==> src/rtl/ctrl_pkg.sv <==
// Shared encodings for the multi-cycle RV32I control unit: opcodes, FSM states,
// datapath select codes, the per-state control word and the DECODE dispatch.
package ctrl_pkg;

    localparam logic [6:0] OP_R     = 7'b0110011;
    localparam logic [6:0] OP_IMM   = 7'b0010011;
    localparam logic [6:0] OP_LW    = 7'b0000011;
    localparam logic [6:0] OP_SW    = 7'b0100011;
    localparam logic [6:0] OP_BR    = 7'b1100011;
    localparam logic [6:0] OP_JAL   = 7'b1101111;
    localparam logic [6:0] OP_JALR  = 7'b1100111;
    localparam logic [6:0] OP_LUI   = 7'b0110111;
    localparam logic [6:0] OP_AUIPC = 7'b0010111;

    localparam logic [3:0] S_IDLE     = 4'd0;
    localparam logic [3:0] S_FETCH    = 4'd1;
    localparam logic [3:0] S_DECODE   = 4'd2;
    localparam logic [3:0] S_EXEC_R   = 4'd3;
    localparam logic [3:0] S_EXEC_I   = 4'd4;
    localparam logic [3:0] S_MEM_ADDR = 4'd5;
    localparam logic [3:0] S_MEM_RD   = 4'd6;
    localparam logic [3:0] S_MEM_WR   = 4'd7;
    localparam logic [3:0] S_WB_ALU   = 4'd8;
    localparam logic [3:0] S_WB_MEM   = 4'd9;
    localparam logic [3:0] S_BRANCH   = 4'd10;
    localparam logic [3:0] S_JUMP     = 4'd11;
    localparam logic [3:0] S_UPPER    = 4'd12;
    localparam logic [3:0] S_MULDIV   = 4'd13;
    localparam logic [3:0] S_TRAP     = 4'd14;

    localparam logic [1:0] ALUOP_ADD   = 2'b00;
    localparam logic [1:0] ALUOP_BR    = 2'b01;
    localparam logic [1:0] ALUOP_FUNCT = 2'b10;
    localparam logic [1:0] ALUOP_PASS  = 2'b11;

    localparam logic [1:0] RW_ALU   = 2'b00;
    localparam logic [1:0] RW_PC4   = 2'b01;
    localparam logic [1:0] RW_IMM   = 2'b10;
    localparam logic [1:0] RW_PCIMM = 2'b11;

    localparam logic [1:0] SRCA_RS1   = 2'b00;
    localparam logic [1:0] SRCA_PC    = 2'b01;
    localparam logic [1:0] SRCA_OLDPC = 2'b10;

    localparam logic [1:0] SRCB_RS2  = 2'b00;
    localparam logic [1:0] SRCB_IMM  = 2'b01;
    localparam logic [1:0] SRCB_FOUR = 2'b10;

    typedef struct packed {
        logic       pc_write;
        logic       ir_write;
        logic       mem_req;
        logic       mem_we;
        logic       mem_addr_sel;
        logic [1:0] alu_src_a;
        logic [1:0] alu_src_b;
        logic [1:0] alu_op;
        logic [1:0] rw_sel;
        logic       reg_write;
        logic       mem_to_reg;
        logic       branch;
        logic       jalr_sel;
    } ctrl_word_t;

    // Unknown opcodes land in TRAP; the caller uses that to set the sticky illegal flag.
    function automatic logic [3:0] decode_next(input logic [6:0] op,
                                               input logic       funct7_0,
                                               input logic       muldiv_en);
        case (op)
            OP_R:              return (muldiv_en && funct7_0) ? S_MULDIV : S_EXEC_R;
            OP_IMM:            return S_EXEC_I;
            OP_LW, OP_SW:      return S_MEM_ADDR;
            OP_BR:             return S_BRANCH;
            OP_JAL, OP_JALR:   return S_JUMP;
            OP_LUI, OP_AUIPC:  return S_UPPER;
            default:           return S_TRAP;
        endcase
    endfunction

endpackage

==> src/rtl/multicycle_control_if.sv <==
// Control-unit <-> datapath/memory bundle; master is the control FSM side.
interface multicycle_control_if;
  logic [6:0] Opcode;
  logic       funct7_0;
  logic       mem_ready;
  logic       muldiv_done;
  logic       pc_write;
  logic       ir_write;
  logic       mem_req;
  logic       mem_we;
  logic       mem_addr_sel;
  logic [1:0] alu_src_a;
  logic [1:0] alu_src_b;
  logic [1:0] ALUOp;
  logic [1:0] RWSel;
  logic       Register_Write;
  logic       Memory2Register;
  logic       Branch;
  logic       JalrSel;
  logic       muldiv_start;
  logic       illegal;
  logic       timeout;
  logic [3:0] state;

  modport master (
    input  Opcode, funct7_0, mem_ready, muldiv_done,
    output pc_write, ir_write, mem_req, mem_we, mem_addr_sel,
           alu_src_a, alu_src_b, ALUOp, RWSel,
           Register_Write, Memory2Register, Branch, JalrSel,
           muldiv_start, illegal, timeout, state
  );

  modport slave (
    output Opcode, funct7_0, mem_ready, muldiv_done,
    input  pc_write, ir_write, mem_req, mem_we, mem_addr_sel,
           alu_src_a, alu_src_b, ALUOp, RWSel,
           Register_Write, Memory2Register, Branch, JalrSel,
           muldiv_start, illegal, timeout, state
  );
endinterface

==> src/rtl/ctrl_wait_timer.sv <==
// Bounded-wait counter: cleared on entry to a wait state, counts cycles the awaited
// handshake is low; expired flags the cycle in which the count reaches TIMEOUT_CYCLES.
module ctrl_wait_timer #(
  parameter int TIMEOUT_CYCLES = 16,
  parameter int TMR_W          = 5
) (
  input  logic clk,
  input  logic reset,
  input  logic clear,
  input  logic enable,
  output logic expired
);
  localparam int CW = (TMR_W < 1) ? 1 : TMR_W;

  logic [CW-1:0] count_reg;

  always_ff @(posedge clk or posedge reset) begin
    if (reset) begin
      count_reg <= '0;
    end else if (clear) begin
      count_reg <= '0;
    end else if (enable) begin
      count_reg <= count_reg + CW'(1);
    end
  end

  generate
    if (TIMEOUT_CYCLES == 0) begin : g_off
      logic unused_count;
      assign unused_count = ^count_reg;
      assign expired      = 1'b0;
    end else begin : g_on
      // A low handshake in this cycle is the one that brings the count to the limit.
      assign expired = enable && (int'(count_reg) == TIMEOUT_CYCLES - 1);
    end
  endgenerate
endmodule

==> src/rtl/multicycle_control.sv <==
// Multi-cycle RV32I control FSM with memory-ready stalls, bounded-wait timeout and
// sticky traps. Define CTRL_MULDIV_EN to add the multi-cycle M-extension execute state.
module multicycle_control
  import ctrl_pkg::*;
#(
  parameter int TIMEOUT_CYCLES = 16
) (
  input  logic                 clk,
  input  logic                 reset,
  multicycle_control_if.master bus
);
  localparam int TMR_W = $clog2(TIMEOUT_CYCLES + 1);

`ifdef CTRL_MULDIV_EN
  localparam logic MULDIV_EN = 1'b1;
`else
  localparam logic MULDIV_EN = 1'b0;
`endif

  logic [3:0] state_reg;
  logic [3:0] state_next;
  logic       illegal_reg;
  logic       timeout_reg;
  logic       tmr_en;
  logic       tmr_clr;
  logic       tmr_expired;
  ctrl_word_t cw;

  // Only the handshake being waited on in the current state advances the timer.
  always_comb begin
    tmr_en = 1'b0;
    case (state_reg)
      S_FETCH, S_MEM_RD, S_MEM_WR: tmr_en = !bus.mem_ready;
`ifdef CTRL_MULDIV_EN
      S_MULDIV:                    tmr_en = !bus.muldiv_done;
`endif
      default:                     tmr_en = 1'b0;
    endcase
  end

  assign tmr_clr = (state_next != state_reg);

  ctrl_wait_timer #(
    .TIMEOUT_CYCLES(TIMEOUT_CYCLES),
    .TMR_W         (TMR_W)
  ) u_wait_timer (
    .clk    (clk),
    .reset  (reset),
    .clear  (tmr_clr),
    .enable (tmr_en),
    .expired(tmr_expired)
  );

  always_comb begin
    state_next = state_reg;
    case (state_reg)
      S_IDLE:   state_next = S_FETCH;
      S_FETCH: begin
        if (bus.mem_ready)    state_next = S_DECODE;
        else if (tmr_expired) state_next = S_TRAP;
      end
      S_DECODE: state_next = decode_next(bus.Opcode, bus.funct7_0, MULDIV_EN);
      S_EXEC_R, S_EXEC_I: state_next = S_WB_ALU;
      S_MEM_ADDR: state_next = (bus.Opcode == OP_SW) ? S_MEM_WR : S_MEM_RD;
      S_MEM_RD: begin
        if (bus.mem_ready)    state_next = S_WB_MEM;
        else if (tmr_expired) state_next = S_TRAP;
      end
      S_MEM_WR: begin
        if (bus.mem_ready)    state_next = S_FETCH;
        else if (tmr_expired) state_next = S_TRAP;
      end
      S_WB_ALU, S_WB_MEM, S_BRANCH, S_JUMP, S_UPPER: state_next = S_FETCH;
      S_MULDIV: begin
`ifdef CTRL_MULDIV_EN
        if (bus.muldiv_done)  state_next = S_WB_ALU;
        else if (tmr_expired) state_next = S_TRAP;
`else
        state_next = S_TRAP;
`endif
      end
      S_TRAP:   state_next = S_TRAP;
      default:  state_next = S_IDLE;
    endcase
  end

  always_ff @(posedge clk or posedge reset) begin
    if (reset) begin
      state_reg   <= S_IDLE;
      illegal_reg <= 1'b0;
      timeout_reg <= 1'b0;
    end else begin
      state_reg <= state_next;
      if (state_reg == S_DECODE && state_next == S_TRAP) begin
        illegal_reg <= 1'b1;
      end
      if (tmr_expired) begin
        timeout_reg <= 1'b1;
      end
    end
  end

  always_comb begin
    cw = '0;
    case (state_reg)
      S_FETCH: begin
        cw.mem_req   = 1'b1;
        cw.alu_src_a = SRCA_PC;
        cw.alu_src_b = SRCB_FOUR;
        cw.alu_op    = ALUOP_ADD;
        cw.ir_write  = bus.mem_ready;
        cw.pc_write  = bus.mem_ready;
      end
      S_DECODE: begin
        cw.alu_src_a = SRCA_OLDPC;
        cw.alu_src_b = SRCB_IMM;
        cw.alu_op    = ALUOP_ADD;
      end
      S_EXEC_R: begin
        cw.alu_src_a = SRCA_RS1;
        cw.alu_src_b = SRCB_RS2;
        cw.alu_op    = ALUOP_FUNCT;
      end
      S_EXEC_I: begin
        cw.alu_src_a = SRCA_RS1;
        cw.alu_src_b = SRCB_IMM;
        cw.alu_op    = ALUOP_FUNCT;
      end
      S_MEM_ADDR: begin
        cw.alu_src_a = SRCA_RS1;
        cw.alu_src_b = SRCB_IMM;
        cw.alu_op    = ALUOP_ADD;
      end
      S_MEM_RD: begin
        cw.mem_req      = 1'b1;
        cw.mem_addr_sel = 1'b1;
      end
      S_MEM_WR: begin
        cw.mem_req      = 1'b1;
        cw.mem_addr_sel = 1'b1;
        cw.mem_we       = 1'b1;
      end
      S_WB_ALU: begin
        cw.reg_write = 1'b1;
        cw.rw_sel    = RW_ALU;
      end
      S_WB_MEM: begin
        cw.reg_write  = 1'b1;
        cw.mem_to_reg = 1'b1;
      end
      S_BRANCH: begin
        cw.alu_src_a = SRCA_RS1;
        cw.alu_src_b = SRCB_RS2;
        cw.alu_op    = ALUOP_BR;
        cw.branch    = 1'b1;
      end
      S_JUMP: begin
        cw.reg_write = 1'b1;
        cw.rw_sel    = RW_PC4;
        cw.pc_write  = 1'b1;
        if (bus.Opcode == OP_JALR) begin
          cw.jalr_sel  = 1'b1;
          cw.alu_src_a = SRCA_RS1;
          cw.alu_src_b = SRCB_IMM;
          cw.alu_op    = ALUOP_ADD;
        end else begin
          // JAL: PC takes the target the ALU produced during DECODE.
          cw.alu_op = ALUOP_PASS;
        end
      end
      S_UPPER: begin
        cw.reg_write = 1'b1;
        if (bus.Opcode == OP_LUI) begin
          cw.rw_sel = RW_IMM;
          cw.alu_op = ALUOP_PASS;
        end else begin
          cw.rw_sel = RW_PCIMM;
          cw.alu_op = ALUOP_ADD;
        end
      end
      default: cw = '0;
    endcase
  end

`ifdef CTRL_MULDIV_EN
  logic prev_not_muldiv_reg;

  always_ff @(posedge clk or posedge reset) begin
    if (reset) begin
      prev_not_muldiv_reg <= 1'b1;
    end else begin
      prev_not_muldiv_reg <= (state_reg != S_MULDIV);
    end
  end

  assign bus.muldiv_start = (state_reg == S_MULDIV) && prev_not_muldiv_reg;
`else
  logic unused_muldiv_done;
  assign unused_muldiv_done = bus.muldiv_done;
  assign bus.muldiv_start   = 1'b0;
`endif

  assign bus.pc_write        = cw.pc_write;
  assign bus.ir_write        = cw.ir_write;
  assign bus.mem_req         = cw.mem_req;
  assign bus.mem_we          = cw.mem_we;
  assign bus.mem_addr_sel    = cw.mem_addr_sel;
  assign bus.alu_src_a       = cw.alu_src_a;
  assign bus.alu_src_b       = cw.alu_src_b;
  assign bus.ALUOp           = cw.alu_op;
  assign bus.RWSel           = cw.rw_sel;
  assign bus.Register_Write  = cw.reg_write;
  assign bus.Memory2Register = cw.mem_to_reg;
  assign bus.Branch          = cw.branch;
  assign bus.JalrSel         = cw.jalr_sel;
  assign bus.illegal         = illegal_reg;
  assign bus.timeout         = timeout_reg;
  assign bus.state           = state_reg;
endmodule
==> src/flat_wrapper.sv <==
// flat-port wrapper written by rule: the top's interface ports become plain ports
module multicycle_control_flat import ctrl_pkg::*;
#(
  parameter int TIMEOUT_CYCLES = 16
)
  (clk, reset, bus_Opcode, bus_funct7_0, bus_mem_ready, bus_muldiv_done, bus_pc_write, bus_ir_write, bus_mem_req, bus_mem_we, bus_mem_addr_sel, bus_alu_src_a, bus_alu_src_b, bus_ALUOp, bus_RWSel, bus_Register_Write, bus_Memory2Register, bus_Branch, bus_JalrSel, bus_muldiv_start, bus_illegal, bus_timeout, bus_state);
  multicycle_control_if bus_i ();
  input  logic clk;
  input  logic reset;
  input wire logic [$bits(bus_i.Opcode)-1:0] bus_Opcode;
  input wire logic [$bits(bus_i.funct7_0)-1:0] bus_funct7_0;
  input wire logic [$bits(bus_i.mem_ready)-1:0] bus_mem_ready;
  input wire logic [$bits(bus_i.muldiv_done)-1:0] bus_muldiv_done;
  output wire logic [$bits(bus_i.pc_write)-1:0] bus_pc_write;
  output wire logic [$bits(bus_i.ir_write)-1:0] bus_ir_write;
  output wire logic [$bits(bus_i.mem_req)-1:0] bus_mem_req;
  output wire logic [$bits(bus_i.mem_we)-1:0] bus_mem_we;
  output wire logic [$bits(bus_i.mem_addr_sel)-1:0] bus_mem_addr_sel;
  output wire logic [$bits(bus_i.alu_src_a)-1:0] bus_alu_src_a;
  output wire logic [$bits(bus_i.alu_src_b)-1:0] bus_alu_src_b;
  output wire logic [$bits(bus_i.ALUOp)-1:0] bus_ALUOp;
  output wire logic [$bits(bus_i.RWSel)-1:0] bus_RWSel;
  output wire logic [$bits(bus_i.Register_Write)-1:0] bus_Register_Write;
  output wire logic [$bits(bus_i.Memory2Register)-1:0] bus_Memory2Register;
  output wire logic [$bits(bus_i.Branch)-1:0] bus_Branch;
  output wire logic [$bits(bus_i.JalrSel)-1:0] bus_JalrSel;
  output wire logic [$bits(bus_i.muldiv_start)-1:0] bus_muldiv_start;
  output wire logic [$bits(bus_i.illegal)-1:0] bus_illegal;
  output wire logic [$bits(bus_i.timeout)-1:0] bus_timeout;
  output wire logic [$bits(bus_i.state)-1:0] bus_state;
  assign bus_i.Opcode = bus_Opcode;
  assign bus_i.funct7_0 = bus_funct7_0;
  assign bus_i.mem_ready = bus_mem_ready;
  assign bus_i.muldiv_done = bus_muldiv_done;
  assign bus_pc_write = bus_i.pc_write;
  assign bus_ir_write = bus_i.ir_write;
  assign bus_mem_req = bus_i.mem_req;
  assign bus_mem_we = bus_i.mem_we;
  assign bus_mem_addr_sel = bus_i.mem_addr_sel;
  assign bus_alu_src_a = bus_i.alu_src_a;
  assign bus_alu_src_b = bus_i.alu_src_b;
  assign bus_ALUOp = bus_i.ALUOp;
  assign bus_RWSel = bus_i.RWSel;
  assign bus_Register_Write = bus_i.Register_Write;
  assign bus_Memory2Register = bus_i.Memory2Register;
  assign bus_Branch = bus_i.Branch;
  assign bus_JalrSel = bus_i.JalrSel;
  assign bus_muldiv_start = bus_i.muldiv_start;
  assign bus_illegal = bus_i.illegal;
  assign bus_timeout = bus_i.timeout;
  assign bus_state = bus_i.state;
  multicycle_control #(.TIMEOUT_CYCLES(TIMEOUT_CYCLES)) u_core (.clk(clk), .reset(reset), .bus(bus_i));
endmodule
==> config.mk <==
export PLATFORM = sky130hd
export DESIGN_NAME = multicycle_control_flat
export DESIGN_NICKNAME = d
export VERILOG_FILES = /design/src/rtl/ctrl_pkg.sv /design/src/rtl/multicycle_control_if.sv /design/src/rtl/ctrl_wait_timer.sv /design/src/rtl/multicycle_control.sv /design/src/flat_wrapper.sv
export SDC_FILE = /design/constraint.sdc
export NUM_CORES = 1
export LEC_CHECK = 0
export BUFFER_PORTS_ARGS = -buffer_cell sky130_fd_sc_hd__buf_2
export CAP_MARGIN = 30
export CORE_AREA = 2 2 65 42
export CTS_CLUSTER_SIZE = 20
export DETAILED_ROUTE_END_ITERATION = 7
export DIE_AREA = 0 0 67 44
export PLACE_DENSITY = 0.82
export SLEW_MARGIN = 10
export SYNTH_ARGS = -nofsm -noshare
export SYNTH_HDL_FRONTEND = slang
export SYNTH_SLANG_ARGS = --single-unit
==> constraint.sdc <==
create_clock -name clk -period 3.9 [get_ports clk]
set_input_delay 0.78 -clock clk [delete_from_list [all_inputs] [get_ports clk]]
set_output_delay 0.78 -clock clk [all_outputs]
set_load 0.01 [all_outputs]
==> results of run 1 <==
## how the worst max path moves through the flow
stage                     slack (ps)  depth (start not counted)     startpoint      endpoint
after floorplan                 1330                          6  bus_Opcode[3]  bus_ALUOp[0]
after global placement          1090                          8  bus_Opcode[3]  bus_ALUOp[0]
after detailed placement        1010                          8  bus_Opcode[3]  bus_ALUOp[0]
after CTS                       1010                          8  bus_Opcode[3]  bus_ALUOp[0]
after global routing             920                          8  bus_Opcode[3]  bus_ALUOp[0]
final                            990                          8  bus_Opcode[3]  bus_ALUOp[0]
## metrics by stage
step / hold WS [ps] / instances
final: 465 / 194
after global placement: 435 / 190
after detailed placement: 452 / 190
after CTS: 464 / 194
after global routing: 472 / 194
after floorplan: 493 / 136
## synth_stat cells (3+ instances only)
library cell,instances,area (µm²)
buf_4,4,30.0
xor2_1,3,26.3
a21oi_1,4,20.0
dfrtp_1,11,275
nand2_1,18,67.6
nor3_1,6,30.0
o21ai_0,4,20.0
and3_1,3,18.8
inv_1,7,26.3
nand2b_1,3,18.8
nor4b_2,3,45.0
nor2_1,12,45.0
## power groups by stage
stage | Sequential, mW | Clock (mW) | Combinational (mW)
after floorplan | 0.180 | 0 | 0.550
after global placement | 0.252 | 0 | 0.596
after detailed placement | 0.256 | 0 | 0.614
after CTS | 0.254 | 0.120 | 0.615
after global routing | 0.267 | 0.129 | 0.675
final | 0.256 | 0.116 | 0.616
## metal layers
metal,track usage,share of wire
met5,0,0
met4,0.0816,0.021
met3,0.0597,0.12
met2,0.313,0.42
met1,0.305,0.44
## area by class of cell
| cell class | count | area [µm²] | share of cell area |
|---|---|---|---|
| flip-flops and latches | 11 | 275 | 0.210 |
| clock buffers | 4 | 45.0 | 0.0344 |
| multi-input cells | 106 | 754 | 0.576 |
| well taps | 32 | 40.0 | 0.0306 |
| inverters | 9 | 35.0 | 0.0267 |
| repair buffers | 32 | 160 | 0.122 |
## kinds of logic (layout without fill, tap and decap cells)
kind of cell,count (synthesis),count (layout),synth area share
and+or+nand+nor,60,60,0.299
AOI/OAI and AO/OA,35,35,0.253
buffers and inverters,19,45,0.0926
DFF,11,11,0.243
xor gates and xnor gates,5,5,0.0618
adders and majority gates,3,3,0.0309
muxes,2,2,0.0176
other,1,1,0.00330
## worst reg2reg max path, delay by kind of cell, from the launching register on
kind | cells | cell delay, ps
simple gates | 4 | 1120
xor+xnor | 1 | 170
flops | 1 | 810
compound gates | 1 | 240
==> summary.md, run 1 <==
| Metric | Value |
|---|---|
| Pint | 491 µW |
| Die Ht | 44 µm |
| Global-route usage over all layers | 0.215 |
| Seq/Total Area, Yosys | 0.243 |
| Worst r2r src | u_core.bus.state[0] |
| Post-Route Skew | 2.20 ps |
| R2R setup slack | 1470 ps |
| Worst setup path class | primary input to primary output |
| # hold bufs at CTS | 0 |
| Reg2reg end | u_core.u_wait_timer.count_reg[3] |
| CTS Buffer Depth | 2 |
| PwrDens | 754 nW/µm² |
| Hold EP | u_core.bus.timeout |
| Most common cell after layout, fill and taps aside | buf_2 |
| Finished Cell Area | 1310 µm² |
| Flop pwr share | 0.259 |
| Buf+Inv Stages, Crit Path | 2 |
| Via count | 1,143 |
| Filler cells | 232 |
| Worst setup margin | 995 ps |
| # setup viols final | 0 |
| Clock power share | 0.117 |
| Final WL | 2.86 mm |
| Crit path DAT | 2130 ps |
| P_leak | 0.622 nW |
| Worst EP required | 3120 ps |
| Area grow syn2layout | 15.4% |
| Clk root buf | clkbuf_8 |
| Logic pwr share | 0.624 |
| Asr flop ratio synth | 1.00 |
| F_max | 344 MHz |
| Residual DRC | 0 |
| Final min period | 2910 ps |
| Fraction of layout cells with a size suffix above 1 | 0.315 |
| Gate Count Post-Synth | 136 |
| N_diodes | 0 |
| Starting Density | 0.476 |
| Worst-Margin Slew | 734 ps |
| Yosys Warn Count | 0 |
| Number of global-route vias before repair | 985 |
| WHS Path Cells | 1 |
| Routed length per placed instance | 14.7 µm |
| Die area | 2950 µm² |
| Slew HR | 0.511 |
| Core Area | 2380 µm² |
| Final hold vios | 0 |
| Syn_area_per_cell | 8.34 µm² |
| Library cells used by synthesis | 59 |
| Largest net degree at the start of global routing | 25 |
| Switching share of power | 0.504 |
| Post-Syn Nets | 150 |
| PortBufs | 32 |
| Largest fanout on the critical path | 3 |
| Slowest CP cell | and3b_1 |
| Area after DPL | 1260 µm² |
| Post-synth EDFFs | 0 |
| First-pass GRT wire length | 4.71 mm |
| Unrepaired setup endpoints after global routing | no |
| TNS Setup | 0 ps |
| Ys flop type | dfrtp_1 |
| Max reg flops | 5 |
| Die W | 67 µm |
| Mapped Area | 1130 µm² |
| CTS clk-pin slew, worst paths | 50 ps |
| Peak VDD IR | 0.000378 V |
| Initial antenna violation count | 0 |
| Nets | 177 |
| Hpwl dp | 2.22 mm |
| Power, Total | 988 µW |
| CTS tree | built |
| Via/cell ratio | 5.89 |
| Critical path's most frequent cell | buf_2 |
| Commonest non-fill, non-tap cells in the layout | buf_2, nand2_1, nor2_1, dfrtp_1, inv_1 |
| Post-Route Utilization | 0.550 |
| Hold path startpoint | u_core.bus.timeout |
| Switch Pwr | 498 µW |
| IO Pins | 36 |
| Routability Congestion | 0.967 |
| Sink Count | 11 |
| Tcrit/Tclk final | 0.745 |
| Post-place setup slack | 1010 ps |
| Critical path capture point type | primary output |
| CTS buffer count | 3 |
| FF+latch count, synth | 11 |
| H-tree depth | 1 |
| Post-route antenna net violation count | 0 |
| Iter 0 DRT Violations | 75 |
| Postcts setup bufs | 0 |
| GR Overflow Total | 0 |
| Crit path largest cell delay | 240 ps |
| Number of max-cap violations | 0 |
| FP Rows | 14 |
| Worst-skew pair later-pin latency | 240 ps |
| Worst setup SP type | primary input |
| Cell Chain, Critical Path | buf_2, and3b_1, and2b_1, nand4_1, o21a_1, o22a_1, nor2_1, buf_2 |
| Family with the most delay on the worst path | simple AND/OR/NAND/NOR gates |
| Status | finished, final reports clean |
| DR pass1 iterations | 4 |
| Post_cts resized | 0 |
| Hold crit path type | flip-flop to flip-flop |
| Final Max Slew Viols | 0 |
| Reg2Reg Depth | 6 |
(Power assumes the default switching activity.)
==> run 2, diff against run 1 <==
- clock period: 3.9 -> 3 ns (I/O delays scaled with it)
==> summary.md, run 2 (synthesis results as in run 1) <==
| Metric | Value |
|---|---|
| Status | finished, final reports clean |
| Switching share of power | 0.496 |
| N_diodes | 0 |
| Largest fanout on the critical path | 18 |
| Most common cell after layout, fill and taps aside | buf_2 |
| Commonest non-fill, non-tap cells in the layout | buf_2, nand2_1, nor2_1, dfrtp_1, inv_1 |
| First-pass GRT wire length | 4.33 mm |
| Final WL | 2.74 mm |
| CTS tree | built |
| Sink Count | 11 |
| Worst setup SP type | flip-flop |
| Slew HR | 0.570 |
| Family with the most delay on the worst path | flip-flops |
| Via/cell ratio | 5.83 |
| Pint | 653 µW |
| Hold crit path type | primary input to asynchronous set/reset pin |
| Met1 usage | 0.294 |
| Post-Route Skew | 2.04 ps |
| Post-route antenna net violation count | 0 |
| Die W | 67 µm |
| CTS clk-pin slew, worst paths | 50 ps |
| Fraction of layout cells with a size suffix above 1 | 0.323 |
| Final min period | 2520 ps |
| Initial antenna violation count | 0 |
| Worst-Margin Slew | 646 ps |
| Residual DRC | 0 |
| GR met3 Demand/Resource | 0.0727 |
| Die area | 2950 µm² |
| Routed length per placed instance | 14.0 µm |
| Area grow syn2layout | 16.8% |
| Post_cts resized | 0 |
| Largest net degree at the start of global routing | 19 |
| H-tree depth | 1 |
| DR pass1 iterations | 4 |
| Worst setup margin | 476 ps |
| CTS Buffer Depth | 2 |
| Layer with the highest usage | met1 |
| Critical path capture point type | primary output |
| Clk root buf | clkbuf_8 |
| Filler cells | 235 |
| Via count | 1,143 |
| Cell Chain, Critical Path | clkinv_2, nor3_1, a21oi_1, o22ai_1, buf_2 |
| Crit path DAT | 1920 ps |
| Iter 0 DRT Violations | 76 |
| Clock power share | 0.113 |
| # hold bufs at CTS | 0 |
| Unrepaired setup endpoints after global routing | no |
| Worst EP required | 2400 ps |
| Die Ht | 44 µm |
| Final hold vios | 0 |
| Number of max-cap violations | 0 |
| Hpwl dp | 2.18 mm |
| Max reg flops | 5 |
| Worst setup path class | flip-flop to primary output |
| Tcrit/Tclk final | 0.841 |
| Worst-skew pair later-pin latency | 240 ps |
| Postcts setup bufs | 0 |
| Slowest CP cell | dfrtp_1 |
| TNS Setup | 0 ps |
| Final Max Slew Viols | 0 |
| Logic pwr share | 0.656 |
| Core Area | 2380 µm² |
| Post-place setup slack | 518 ps |
| GR Overflow Total | 0 |
| PwrDens | 978 nW/µm² |
| Peak VDD IR | 0.000554 V |
| FP Rows | 14 |
| Buf+Inv Stages, Crit Path | 2 |
| Number of global-route vias before repair | 918 |
| P_leak | 0.632 nW |
| Routability Congestion | 0.952 |
| F_max | 396 MHz |
| Switch Pwr | 643 µW |
| IO Pins | 36 |
| Nets | 179 |
| # setup viols final | 0 |
| Flop pwr share | 0.231 |
| R2R setup slack | 730 ps |
| Grt met2 use | 0.283 |
| PortBufs | 32 |
| Starting Density | 0.476 |
| Crit path largest cell delay | 750 ps |
| Global-route usage over all layers | 0.198 |
| CTS buffer count | 3 |
[run 2: cell types whose count changed in the layout (fill, tap and decap cells not counted), sizes merged]
cell | before | now
buf | 32 | 34
[run 2: power groups by stage]
stage	Sequential (mW)	Clock, mW	Combinational (mW)
after floorplan	0.234	0	0.715
after global placement	0.294	0	0.825
after detailed placement	0.298	0	0.846
after CTS	0.296	0.151	0.849
after global routing	0.308	0.162	0.932
final	0.299	0.147	0.850
[run 2: final timing paths]
kind | from | end | depth (start not counted)
worst max register to register | u_core.u_wait_timer.count_reg[0] | u_core.u_wait_timer.count_reg[3] | 9
min in group clk | u_core.bus.timeout | u_core.bus.timeout | 1
max in group asynchronous | reset | u_core.bus.timeout | 2
worst max-delay path | u_core.bus.state[3] | bus_alu_src_b[0] | 5
worst min-delay path | reset | u_core.bus.illegal | 2
worst min register to register | u_core.bus.timeout | u_core.bus.timeout | 1
[run 2: layer usage]
layer,vias up,share of wire
met5,-,0
met3,0,0.11
li1,545,-
met1,545,0.47
met2,53,0.42
met4,0,0
[run 2: layout make-up]
type	count	area [µm²]	area share
clock buffer	4	45.0	0.0340
inverter	9	35.0	0.0264
multi-input combinational	106	754	0.569
sequential	11	275	0.208
tap	32	40.0	0.0302
timing repair buffer	34	175	0.132
[run 2: worst register-to-register path, delay by kind of cell, from the launching register on]
| kind | cells | cell delay (ps) |
|---|---|---|
| compound gates | 3 | 380 |
| xor+xnor | 1 | 220 |
| fa+ha+maj | 2 | 470 |
| flops | 1 | 400 |
| simple gates | 3 | 700 |
[run 2: metrics by stage]
stage                     total power [mW]  std cells   util  hold WS, ps  area, µm²
final                                 1.30        196  0.556          346       1330
after global routing                  1.40        196  0.556          386       1330
after detailed placement              1.14        192  0.537          456       1280
after floorplan                      0.950        136      -          452       1130
after CTS                             1.30        196  0.556          364       1330
after global placement                1.12        192  0.537          434       1280
